## config.mk

```make
export PLATFORM = sky130hd
export DESIGN_NAME = cpu_run_ctrl
export DESIGN_NICKNAME = d
export VERILOG_FILES = /design/src/rtl/cpu_run_ctrl.sv
export SDC_FILE = /design/constraint.sdc
export NUM_CORES = 1
export LEC_CHECK = 0
export BUFFER_PORTS_ARGS = -buffer_cell sky130_fd_sc_hd__buf_2
export CAP_MARGIN = 15
export CORE_MARGIN = 4
export CORE_UTILIZATION = 40
export DETAILED_ROUTE_END_ITERATION = 8
export PLACE_DENSITY = 0.61
export SLEW_MARGIN = 20
export SYNTH_ARGS = -nofsm -noshare
export SYNTH_HDL_FRONTEND = slang
export SYNTH_SLANG_ARGS = --single-unit
```

## constraint.sdc

```tcl
create_clock -name clk -period 7.2 [get_ports clk]
set_clock_uncertainty 0.2 [all_clocks]
set_input_delay 1.08 -clock clk [delete_from_list [all_inputs] [get_ports clk]]
set_output_delay 1.08 -clock clk [all_outputs]
set_load 0.03 [all_outputs]
```

## src/rtl/cpu_run_ctrl.sv

```systemverilog
`default_nettype none
// ============================================================================
// Module   : cpu_run_ctrl
// Purpose  : Run-control sequencer for one or more CPU cores. Holds the cores
//            in reset for RST_CYCLES after start, then enables them in
//            free-run or single-step mode. Counts executed cycles and stops
//            on abort, a core halt request or a cycle limit.
// Ports    : clk, rst        - clock (rising edge), async active-high reset
//            start, abort    - begin a run / stop a running run
//            step_mode       - 0 free-run, 1 single-step (latched at start)
//            step_req        - grants one execution cycle per high cycle
//            run_limit       - executed-cycle limit, 0 = unlimited
//            core_mask       - cores taking part in the run
//            halt_in         - per-core halt request
//            core_rst        - per-core reset, active-high
//            core_en         - per-core clock enable
//            cycle_cnt       - executed cycles in current/last run
//            busy, done      - run in progress / run finished
//            halt_cause      - 00 none, 01 core halt, 10 limit, 11 abort
// Revision : 1.0 - initial release
// ============================================================================
module cpu_run_ctrl #(
    parameter int NUM_CORES  = 1,
    parameter int CNT_W      = 32,
    parameter int RST_CYCLES = 4
) (
    input  logic                 clk,
    input  logic                 rst,
    input  logic                 start,
    input  logic                 abort,
    input  logic                 step_mode,
    input  logic                 step_req,
    input  logic [CNT_W-1:0]     run_limit,
    input  logic [NUM_CORES-1:0] core_mask,
    input  logic [NUM_CORES-1:0] halt_in,
    output logic [NUM_CORES-1:0] core_rst,
    output logic [NUM_CORES-1:0] core_en,
    output logic [CNT_W-1:0]     cycle_cnt,
    output logic                 busy,
    output logic                 done,
    output logic [1:0]           halt_cause
);

    localparam int c_rcnt_w = (RST_CYCLES > 1) ? $clog2(RST_CYCLES) : 1;
    localparam logic [c_rcnt_w-1:0] c_rcnt_load = c_rcnt_w'(RST_CYCLES - 1);
    localparam logic [CNT_W-1:0]    c_cnt_max   = '1;

    localparam logic [2:0] c_st_idle  = 3'd0;
    localparam logic [2:0] c_st_reset = 3'd1;
    localparam logic [2:0] c_st_run   = 3'd2;
    localparam logic [2:0] c_st_step  = 3'd3;
    localparam logic [2:0] c_st_halt  = 3'd4;

    localparam logic [1:0] c_cause_none  = 2'b00;
    localparam logic [1:0] c_cause_halt  = 2'b01;
    localparam logic [1:0] c_cause_limit = 2'b10;
    localparam logic [1:0] c_cause_abort = 2'b11;

    logic                 r_rst_hold;
    logic [2:0]           r_state;
    logic [NUM_CORES-1:0] r_mask;
    logic [CNT_W-1:0]     r_limit;
    logic                 r_mode;
    logic [c_rcnt_w-1:0]  r_rcnt;

    logic [2:0]           w_state;
    logic [NUM_CORES-1:0] w_mask;
    logic [CNT_W-1:0]     w_limit;
    logic                 w_mode;
    logic [c_rcnt_w-1:0]  w_rcnt;
    logic [CNT_W-1:0]     w_cnt;
    logic [1:0]           w_cause;
    logic [NUM_CORES-1:0] w_core_rst;
    logic [NUM_CORES-1:0] w_core_en;
    logic                 w_busy;
    logic                 w_done;

    logic                 w_cnt_inc;
    logic [CNT_W-1:0]     w_cnt_plus;
    logic                 w_limit_hit;
    logic                 w_halt_hit;

    // Reset release is synchronised: the flop stays set for the first edge
    // after rst falls, so the controller first acts on the second edge.
    always_ff @(posedge clk or posedge rst) begin
        if (rst) begin
            r_rst_hold <= 1'b1;
        end else begin
            r_rst_hold <= 1'b0;
        end
    end

    // An enabled cycle ends at this edge; the counter sticks at all ones.
    assign w_cnt_inc   = (|core_en) && (cycle_cnt != c_cnt_max);
    assign w_cnt_plus  = cycle_cnt + CNT_W'(1);
    assign w_limit_hit = w_cnt_inc && (r_limit != '0) && (w_cnt_plus == r_limit);
    assign w_halt_hit  = |(halt_in & r_mask);

    always_comb begin
        w_state = r_state;
        w_mask  = r_mask;
        w_limit = r_limit;
        w_mode  = r_mode;
        w_rcnt  = r_rcnt;
        w_cnt   = w_cnt_inc ? w_cnt_plus : cycle_cnt;
        w_cause = halt_cause;

        case (r_state)
            c_st_idle, c_st_halt: begin
                if (start) begin
                    w_mask  = core_mask;
                    w_limit = run_limit;
                    w_mode  = step_mode;
                    w_cnt   = '0;
                    w_cause = c_cause_none;
                    w_rcnt  = c_rcnt_load;
                    w_state = c_st_reset;
                end
            end
            c_st_reset: begin
                if (r_rcnt == '0) begin
                    w_state = r_mode ? c_st_step : c_st_run;
                end else begin
                    w_rcnt = r_rcnt - 1'b1;
                end
            end
            c_st_run, c_st_step: begin
                if (abort) begin
                    w_state = c_st_halt;
                    w_cause = c_cause_abort;
                end else if (w_halt_hit) begin
                    w_state = c_st_halt;
                    w_cause = c_cause_halt;
                end else if (w_limit_hit) begin
                    w_state = c_st_halt;
                    w_cause = c_cause_limit;
                end
            end
            default: begin
                w_state = c_st_idle;
            end
        endcase

        // While the reset release is pending everything is forced back to
        // its reset value.
        if (r_rst_hold) begin
            w_state = c_st_idle;
            w_mask  = '0;
            w_limit = '0;
            w_mode  = 1'b0;
            w_rcnt  = '0;
            w_cnt   = '0;
            w_cause = c_cause_none;
        end

        // Outputs are registered, so they are derived from the next state.
        // Masked-off cores stay in reset for the whole run and in HALT.
        w_core_rst = '1;
        if ((w_state == c_st_run) || (w_state == c_st_step) || (w_state == c_st_halt)) begin
            w_core_rst = ~w_mask;
        end

        // In STEP a request seen at this edge enables the following cycle;
        // requests are only honoured once STEP has actually been entered.
        w_core_en = '0;
        if (w_state == c_st_run) begin
            w_core_en = w_mask;
        end else if ((w_state == c_st_step) && (r_state == c_st_step) && step_req) begin
            w_core_en = w_mask;
        end

        w_busy = (w_state == c_st_reset) || (w_state == c_st_run) || (w_state == c_st_step);
        w_done = (w_state == c_st_halt);
    end

    always_ff @(posedge clk or posedge rst) begin
        if (rst) begin
            r_state    <= c_st_idle;
            r_mask     <= '0;
            r_limit    <= '0;
            r_mode     <= 1'b0;
            r_rcnt     <= '0;
            cycle_cnt  <= '0;
            halt_cause <= c_cause_none;
            core_rst   <= '1;
            core_en    <= '0;
            busy       <= 1'b0;
            done       <= 1'b0;
        end else begin
            r_state    <= w_state;
            r_mask     <= w_mask;
            r_limit    <= w_limit;
            r_mode     <= w_mode;
            r_rcnt     <= w_rcnt;
            cycle_cnt  <= w_cnt;
            halt_cause <= w_cause;
            core_rst   <= w_core_rst;
            core_en    <= w_core_en;
            busy       <= w_busy;
            done       <= w_done;
        end
    end

endmodule
`default_nettype wire

```

==> flow_summary.ini <==
[status]
run_status = complete, no violations

[setup_path]
endpoint_kind = flip-flop
cp_max_fo = 7
path_cells = ha_1 > and4_1 > nand4_1 > or4_4 > or4_1 > a22oi_1 > nand4_1 > or2_4 > and2_4 > a211o_1
critical_path_class = flip-flop to flip-flop
critPathLaunchType = flip-flop
crit_buf_inv = 0
arrival_ns = 3.58
ff2ff_path_depth = 10
slowest_stage = or4_4
crit_family = simple AND/OR/NAND/NOR gates
worstSetupPathDepth = 10
crit_path_frequent_cell = nand4_1
critPathRequiredTime_ns = 7.23
slowest_delay_ns = 0.50

[timing]
setup_slack_ns = 3.65
fmax_mhz = 281
grt_setup_unrepaired = no
hold_viol = 0
timing.hold.ws_ns = 0.352
worst_slew_pin_slew_ns = 0.886
tns_ns = 0
min_period_ns = 3.55
slew_headroom_pct = 40.5
setup_viol = 0
slew_viol_final = 0
timing.final.crit_share_pct = 49.4

[power_and_ir_drop]
ir_worst_vdd_v = 0.000123
power.leakage_nw = 2.33
intPower_uw = 816
total_power_mw = 1.11
power_density_nw_per_um2 = 207
pwr-share-comb_pct = 12.3
seq_power_share_pct = 43.8
p_switching_uw = 290
p_sw_share_pct = 26.2
p_clk_share_pct = 43.9

[yosys]
synth_cell_types = 54
yosysWarnings = 0
synth_seq_cells = 78
synthTopCellsByArea = dfrtp_1 41%, xnor2_1 8.0%, nand2_1 7.3%, xor2_1 5.3%, a21oi_1 5.2%
synth.most_common_cell = nand2_1
syn_inst = 531
ys_top_cells_by_count = 90 x nand2_1, 76 x dfrtp_1, 48 x a21oi_1, 42 x xnor2_1, 39 x nor2_1
synth_top_area_cell = dfrtp_1
syn-cell-area_um2 = 4610
ys_seq_area_share_pct = 42.4
syn-num-nets = 573
avgSynthCellArea_um2 = 8.68
synth_edf_count = 0
netlist.area_leader.share_pct = 41.3
async_flop_share_pct = 100
synth_flop_cell = dfrtp_1

[die]
num_io_pins = 78
core_um2 = 11100
die_w_um = 115
die_area_um2 = 13300
die_y_um = 115
placementRows = 38
initial_core_util_pct = 41.6

[routing]
detail_route.first_pass.iterations = 4
drt_wl_total_mm = 12.7
antenna_left = 0
initialDrtViolationCount = 252
wl_per_cell_um = 17.4
dr_total_vias = 4036
drc_errors = 0
via_per_inst = 5.52

[global_routing]
globalRouteMet1Util_pct = 27.9
antenna_found_initial = 0
grt_pass1_wl_mm = 20.8
use_met2_pct = 31.0
grt_max_degree = 79
grt_usage_pct = 20.1
grt_pass1_vias = 3951
grt.overflow.total = 0
busiest_layer = met2
gr-usage-met3_pct = 4.26

[final_layout]
layout-drive-gt1-share_pct = 17.9
nNetsFinal = 628
antenna_cells = 0
area_delta_synth_final_pct = 16.0

[placement]
dpl.hpwl_mm = 9.18
gp_congestion = 0.862
io_buffers = 77
dp_slack_ns = 3.61

[clocking]
holdBufCountCts = 0
cts.root.buffer_cell = clkbuf_16
htreeDepth = 3
clock_sinks = 78
numCtsBuffers = 9
cts_max_path_buffers = 2
postCtsSetupBuffers = 0
clk_latency_ns = 0.34
cts.clk_slew.worst_paths_ns = 0.06
cts_resized = 0
tritoncts = done

[run]
drv_cap = 0

[min_path]
hold_path_depth = 2
hp-class = flip-flop to flip-flop
[stage by stage]
stage | cells | cell area (µm²) | util (%)
2_1_floorplan | 531 | 4610 | -
3_3_place_gp | 715 | 5020 | 45.4
3_5_place_dp | 715 | 5020 | 45.4
4_1_cts | 731 | 5340 | 48.2
5_1_grt | 731 | 5340 | 48.2
6_report | 731 | 5340 | 48.2
[worst paths after layout]
check	startpoint	endpoint	slack [ns]
max	cycle_cnt[0]	busy	3.65
min	r_mode	r_mode	0.35
max reg2reg	cycle_cnt[0]	busy	3.65
min reg2reg	r_mode	r_mode	0.35
max in group asynchronous	rst	cycle_cnt[7]	5.59
min in group asynchronous	rst	r_limit[20]	0.72
[cell families after synthesis]
group | count (synthesis) | synth area share (%)
simple gates | 240 | 26.2
compound gates | 89 | 12.1
flops | 78 | 42.4
xor+xnor | 70 | 13.3
buf+inv | 47 | 4.56
mux | 4 | 0.869
fa+ha+maj | 2 | 0.543
other cells | 1 | 0.0814
[state kept, by name (all words and copies together), names as in the netlist, 2 cells and up]
signal / count
r_state: 3
r_limit: 32
halt_cause: 2
r_rcnt: 2
cycle_cnt: 32
[power groups by stage]
stage	Combinational (mW)	Clock, mW	Sequential (mW)
6_report	0.136	0.485	0.485
5_1_grt	0.155	0.517	0.488
2_1_floorplan	0.0960	0	0.484
3_5_place_dp	0.137	0	0.492
4_1_cts	0.137	0.498	0.485
3_3_place_gp	0.134	0	0.492
[cell usage in the layout (no fill, tap or decap), drive strengths merged, types with 2 or more instances in the layout]
cell type and count:
clkbuf 10, a21oi 49, a211oi 4, buf 81
o21a 2, nand3 15, and3 5, nor2b 5
nor4 12, nand3b 2, mux2i 4, o21ba 2
o21ai 9, or3 7, xnor2 42, o32a 2
inv 11, nand4 28, dfrtp 76, and2 4
a211o 2, a2111oi 3, nor3b 3, or4 3
nand2b 8, xor2 28, nand2 90, nor3 9
bufinv 2, clkinv 2, and4 8, ha 2
dfstp 2, nor2 39, o211ai 6
[final cells by class]
class | instances | area, µm²
well taps | 140 | 175
inverters | 10 | 37.5
repair buffers | 81 | 419
multi-input cells | 406 | 2440
flip-flops and latches | 78 | 1950
clock buffers | 10 | 229
clock inverters | 6 | 86.3
fillers | 1114 | 5730
[worst register-to-register path, cell delays in order (launching register included)]
cell and delay (ns):
dfrtp_1 0.45, ha_1 0.30, and4_1 0.30, nand4_1 0.12, or4_4 0.50, or4_1 0.49, a22oi_1 0.19, nand4_1 0.18
or2_4 0.33, and2_4 0.14, a211o_1 0.24
[routing by layer]
| metal | part of all wire, % | vias up |
|---|---|---|
| met5 | 0 | - |
| met4 | 2.4 | 0 |
| met3 | 6.5 | 20 |
| met2 | 47 | 123 |
| met1 | 44 | 1938 |
| li1 | - | 1955 |
(Power assumes the default switching activity.)
